==> src/rtl/bitcoin_pkg.sv <==
// Shared types and constants for the nonce result scanner: FSM states,
// result record layout and the record word selector.
package bitcoin_pkg;

    typedef enum logic [1:0] {
        IDLE  = 2'd0,
        SCAN  = 2'd1,
        WRITE = 2'd2,
        DONE  = 2'd3
    } scan_state_t;

    localparam logic [1:0] REC_FOUND = 2'd0;
    localparam logic [1:0] REC_NONCE = 2'd1;
    localparam logic [1:0] REC_MIN   = 2'd2;

    localparam int DEF_NUM_NONCES = 16;

    // The nonce word reads all-ones when nothing beat the target, so the host
    // can test it without looking at the found word.
    function automatic logic [31:0] rec_word(input logic [1:0]  sel,
                                             input logic        found,
                                             input logic [31:0] win_ext,
                                             input logic [31:0] min_hash);
        logic [31:0] w;
        w = min_hash;
        case (sel)
            REC_FOUND: w = {31'b0, found};
            REC_NONCE: w = found ? win_ext : 32'hFFFF_FFFF;
            default:   w = min_hash;
        endcase
        return w;
    endfunction

endpackage

==> src/rtl/hash_compare_unit.sv <==
// Running comparison of returned hash words: first index below target and
// the minimum word seen so far.
module hash_compare_unit #(
    parameter int IDX_W = 8
) (
    input  logic             clk,
    input  logic             reset_n,
    input  logic             clear,
    input  logic             valid,
    input  logic [IDX_W-1:0] idx,
    input  logic [31:0]      data,
    input  logic [31:0]      target,
    output logic             found,
    output logic [IDX_W-1:0] win_nonce,
    output logic [31:0]      min_hash
);

    logic hit;
    assign hit = data < target;

    always_ff @(posedge clk or negedge reset_n) begin
        if (!reset_n) begin
            found     <= 1'b0;
            win_nonce <= '1;
            min_hash  <= 32'hFFFF_FFFF;
        end else if (clear) begin
            found     <= 1'b0;
            win_nonce <= '1;
            min_hash  <= 32'hFFFF_FFFF;
        end else if (valid) begin
            // Words arrive in index order, so the first hit is the lowest nonce.
            if (hit && !found) begin
                found     <= 1'b1;
                win_nonce <= idx;
            end
            if (data < min_hash)
                min_hash <= data;
        end
    end

endmodule

==> src/rtl/nonce_result_scan.sv <==
// Reads NUM_NONCES hash words back over the shared memory port, finds the
// winning nonce and minimum hash, then writes a 3-word result record.
module nonce_result_scan
    import bitcoin_pkg::*;
#(
    parameter int NUM_NONCES = DEF_NUM_NONCES,
    parameter int IDX_W      = 8
) (
    input  logic             clk,
    input  logic             reset_n,
    input  logic             start,
    input  logic [15:0]      hash_addr,
    input  logic [15:0]      report_addr,
    input  logic [31:0]      target,
    output logic             done,
    output logic             found,
    output logic [IDX_W-1:0] win_nonce,
    output logic [31:0]      min_hash,
    output logic             mem_clk,
    output logic             mem_we,
    output logic [15:0]      mem_addr,
    output logic [31:0]      mem_write_data,
    input  logic [31:0]      mem_read_data
);

    scan_state_t      state;
    logic [31:0]      target_q;
    logic [15:0]      hash_q;
    logic [15:0]      report_q;
    logic [IDX_W-1:0] issue_cnt;
    logic [IDX_W-1:0] cmp_cnt;
    logic [1:0]       vld_pipe;
    logic [1:0]       wr_cnt;
    logic             issuing;
    logic             cmp_vld;
    logic             clear;

    assign mem_clk = clk;

    assign issuing = (state == SCAN) && (issue_cnt < IDX_W'(NUM_NONCES));
    // Memory returns data two edges after the address is registered, so each
    // issue is tracked through a two-stage valid shift register.
    assign cmp_vld = (state == SCAN) && vld_pipe[1];
    assign clear   = (state == IDLE) && start;

    hash_compare_unit #(.IDX_W(IDX_W)) u_cmp (
        .clk       (clk),
        .reset_n   (reset_n),
        .clear     (clear),
        .valid     (cmp_vld),
        .idx       (cmp_cnt),
        .data      (mem_read_data),
        .target    (target_q),
        .found     (found),
        .win_nonce (win_nonce),
        .min_hash  (min_hash)
    );

    always_ff @(posedge clk or negedge reset_n) begin
        if (!reset_n) begin
            state          <= IDLE;
            target_q       <= '0;
            hash_q         <= '0;
            report_q       <= '0;
            issue_cnt      <= '0;
            cmp_cnt        <= '0;
            vld_pipe       <= '0;
            wr_cnt         <= '0;
            done           <= 1'b0;
            mem_we         <= 1'b0;
            mem_addr       <= '0;
            mem_write_data <= '0;
        end else begin
            done <= 1'b0;
            case (state)
                IDLE: begin
                    mem_we   <= 1'b0;
                    vld_pipe <= '0;
                    if (start) begin
                        target_q  <= target;
                        hash_q    <= hash_addr;
                        report_q  <= report_addr;
                        mem_addr  <= hash_addr;
                        issue_cnt <= IDX_W'(1);
                        cmp_cnt   <= '0;
                        vld_pipe  <= 2'b01;
                        state     <= SCAN;
                    end
                end
                SCAN: begin
                    vld_pipe <= {vld_pipe[0], issuing};
                    if (issuing) begin
                        mem_addr  <= hash_q + 16'(issue_cnt);
                        issue_cnt <= issue_cnt + IDX_W'(1);
                    end
                    if (vld_pipe[1]) begin
                        cmp_cnt <= cmp_cnt + IDX_W'(1);
                        if (cmp_cnt == IDX_W'(NUM_NONCES - 1)) begin
                            wr_cnt <= REC_FOUND;
                            state  <= WRITE;
                        end
                    end
                end
                WRITE: begin
                    mem_we         <= 1'b1;
                    mem_addr       <= report_q + 16'(wr_cnt);
                    mem_write_data <= rec_word(wr_cnt, found, 32'(win_nonce), min_hash);
                    wr_cnt         <= wr_cnt + 2'd1;
                    if (wr_cnt == REC_MIN)
                        state <= DONE;
                end
                DONE: begin
                    mem_we <= 1'b0;
                    done   <= 1'b1;
                    state  <= IDLE;
                end
                default: state <= IDLE;
            endcase
        end
    end

endmodule

==> config.mk <==
export PLATFORM = sky130hd
export DESIGN_NAME = nonce_result_scan
export DESIGN_NICKNAME = d
export VERILOG_FILES = /design/src/rtl/bitcoin_pkg.sv /design/src/rtl/hash_compare_unit.sv /design/src/rtl/nonce_result_scan.sv
export SDC_FILE = /design/constraint.sdc
export NUM_CORES = 1
export LEC_CHECK = 0
export ABC_AREA = 1
export CAP_MARGIN = 20
export CORE_MARGIN = 2
export CORE_UTILIZATION = 50
export DETAILED_ROUTE_END_ITERATION = 8
export GPL_TIMING_DRIVEN = 0
export PLACE_DENSITY_LB_ADDON = 0.08
export RECOVER_POWER = 25
export REMOVE_ABC_BUFFERS = 1
export SYNTH_ARGS = -nofsm -noshare
export SYNTH_HDL_FRONTEND = slang
export SYNTH_SLANG_ARGS = --single-unit
==> constraint.sdc <==
create_clock -name clk -period 3.8 [get_ports clk]
set_input_delay 0.76 -clock clk [delete_from_list [all_inputs] [get_ports clk]]
set_output_delay 0.76 -clock clk [all_outputs]
set_load 0.005 [all_outputs]
==> results.toml <==
[run_status]
status = "finished, violations left"
failed_checks = "capacitance limit, slew limit"

[sta]
tightest_slew_ns = 2.08
fin_worst_skew_ns = 0.0107
drv_slew = 81
finalSetupViolCount = 0
max-slew-margin-rel_pct = -38.5
setup_slack_ns = 0.461
final_hold_viol_count = 0
rsz0062_at_grt = "no"
hold_ws_ns = 0.478

[routing]
drt_first_pass_iters = 6
drc = 0
vias = 9129
initialDrtViolationCount = 456
antenna_left = 0
routed_wl_um = 26700
wire_per_inst_um = 15.3
avgViaCountPerCell = 5.22

[grt]
grt_pass1_wl_um = 43700
grt_max_degree = 98
grt_pass1_vias = 8803
overflow = 0
antenna_found_initial = 1
grt_usage_pct = 25.2

[place]
place.gp.congestion = 0.863
io_buffer_count = 190
dp.cells = 1715
preCtsSetupSlack_ns = 0.234
dpl.hpwl_um = 19000
dpl_cell_area_um2 = 12400

[floorplan]
die_w_um = 147
initial_core_util_pct = 50.8
die_area_um2 = 21700
die_h_um = 147
core_region_area_um2 = 20200
core.rowCount = 52
ios = 191

[setup_path]
reg2reg_slack_ns = 0.70
path_cells = "clkbuf_16 -> clkbuf_16 -> clkdlybuf4s50_1"
crit_buf_inv = 3
cpMaxStageDelayCell = "clkdlybuf4s50_1"
crit_top_cell = "clkbuf_16"
critPathArrivalTime_ns = 2.58
r2r-end = "u_cmp.min_hash[18]"
cp_top_family = "buffers and inverters"
startpoint_type = "clock port"
r2r_start = "state[1]"
crit_path_end_kind = "output pin"
r2r_cells = 8
crit_type = "clock port to output pin"
cp_max_fo = 2
crit_required_ns = 3.04
max_stage_delay_ns = 0.43

[final_layout]
fin_area_um2 = 13100
drive_gt1_share_pct = 9.47
fin_nets = 1652
area_growth_pct = 27.6
instances_no_fill = 1750

[hold_path]
hold_path_end = "mem_addr[15]"
hold_start = "mem_addr[15]"
hold_depth = 2
hold_path.class = "register to register"

[power_and_ir_drop]
post-layout-total-power_mw = 11.0
power_density_nw_per_um2 = 837
p_clk_share_pct = 19.1
ir_drop_uv = 516
p_comb_share_pct = 47.9
p_switching_mw = 4.40
seq_power_share_pct = 33.0
intPower_mw = 6.56
swShare_pct = 40.2
p_leak_nw = 6.26

[synthesis]
synth_edf_count = 0
syn_area_um2 = 10300
syn_inst = 1300
avgSynthCellArea_um2 = 7.89
ys.flop_type = "dfrtp_1"
synth_commonest_cells = "nand2_1, inv_1, dfrtp_1, nand3_1, a21oi_1"
synthArstFlopShare_pct = 100
yosysMostFrequentCell = "nand2_1"
ys_seq_elements = 177
synth_top_area_share_pct = 33.4
synth.yosys.seq_area_share_pct = 43.7
synth_cell_types = 47
synth_top_area_cell = "dfrtp_1"
yosys-top-cells-area = "dfrtp_1, nand2_1, dfstp_2"
ys_warn_count = 0

[clock_tree]
clkLatencyLatePin_ns = 0.54
clkTransAtPathRegs_ns = 0.07
cts_hold_buf = 0
cts_resized = 0
cts_tree = "built"
post_cts_buffers = 0

[flow_run]
drv_cap = 1
-- cells by family (layout without fill, tap and decap cells) --
family / Yosys count / in the layout / share of synthesized area (%)
buf+inv: 197 / 376 / 8.04
compound gates: 215 / 215 / 11.4
other cells: 0 / 1 / 0
flops: 177 / 177 / 43.7
fa+ha+maj: 86 / 86 / 10.6
simple gates: 625 / 625 / 26.2
-- worst max-delay path by stage --
stage,cells past startpoint,end,startpoint
after floorplan,5,mem_write_data[1],state[0]
after global placement,1,target_q[22],reset_n
final,3,mem_clk,clk
after CTS,3,mem_clk,clk
after global routing,3,mem_clk,clk
after detailed placement,7,u_cmp.min_hash[20],start
-- cell type report --
class	count	area (um^2)
tap	270	338
inverter	147	554
clock buffer	22	514
timing repair buffer	194	2020
fill	1772	7080
clock inverter	13	210
sequential	177	4480
multi-input combinational	926	4970
antenna	1	2.50
-- worst register-to-register path: stages, from the launching register on --
cell,delay [ns]
dfrtp_1,0.44
inv_1,0.15
ha_1,0.24
nand2_2,0.44
buf_16,0.36
nand2_2,0.71
nand2_4,0.44
nand2_1,0.17
nand2_1,0.07
-- power by group through the flow --
stage	sequential, mW	combinational, mW	clock, mW
final	3.61	5.25	2.10
after global routing	3.73	5.94	2.22
after CTS	3.62	5.30	2.14
after detailed placement	3.63	5.25	0.0222
after global placement	3.63	5.04	0.0222
after floorplan	3.51	3.02	0
-- stage by stage --
step | TNS [ns] | util [%]
CTS | 0 | 64.9
global route | 0 | 64.9
finish | 0 | 64.9
global placement | -1082.45 | 60.6
floorplan | 0 | -
detailed placement | 0 | 61.4
-- sequential cells by signal (all words and copies together) (netlist names) --
register,flops
mem_addr,16
u_cmp.min_hash,32
vld_pipe,2
target_q,32
issue_cnt,8
hash_q,16
cmp_cnt,8
done,1
u_cmp.found,1
wr_cnt,2
u_cmp.win_nonce,8
report_q,16
mem_write_data,32
state,2
mem_we,1
-- metal layers --
layer,global-route usage [%],wire length [um]
met1,32.4,11700
met2,42.5,13100
met3,5.75,1490
met4,7.79,508
met5,0,0
-- cell usage in the layout (no fill, tap or decap), types with 3 or more instances in the layout --
cell type	count
or2_2	34
a21oi_1	93
o21ai_0	88
nor3_1	12
dfstp_2	40
nand2_2	4
inv_1	139
ha_1	83
inv_2	6
nand4_1	8
buf_16	4
o211ai_1	4
dfrtp_1	137
nand3b_1	3
clkdlybuf4s50_1	189
nor2_1	79
nand3_1	102
a31oi_1	9
clkbuf_16	20
nor2_4	3
bufinv_16	5
nand2_1	367
Note: power is estimated with default switching activity, not from simulation.
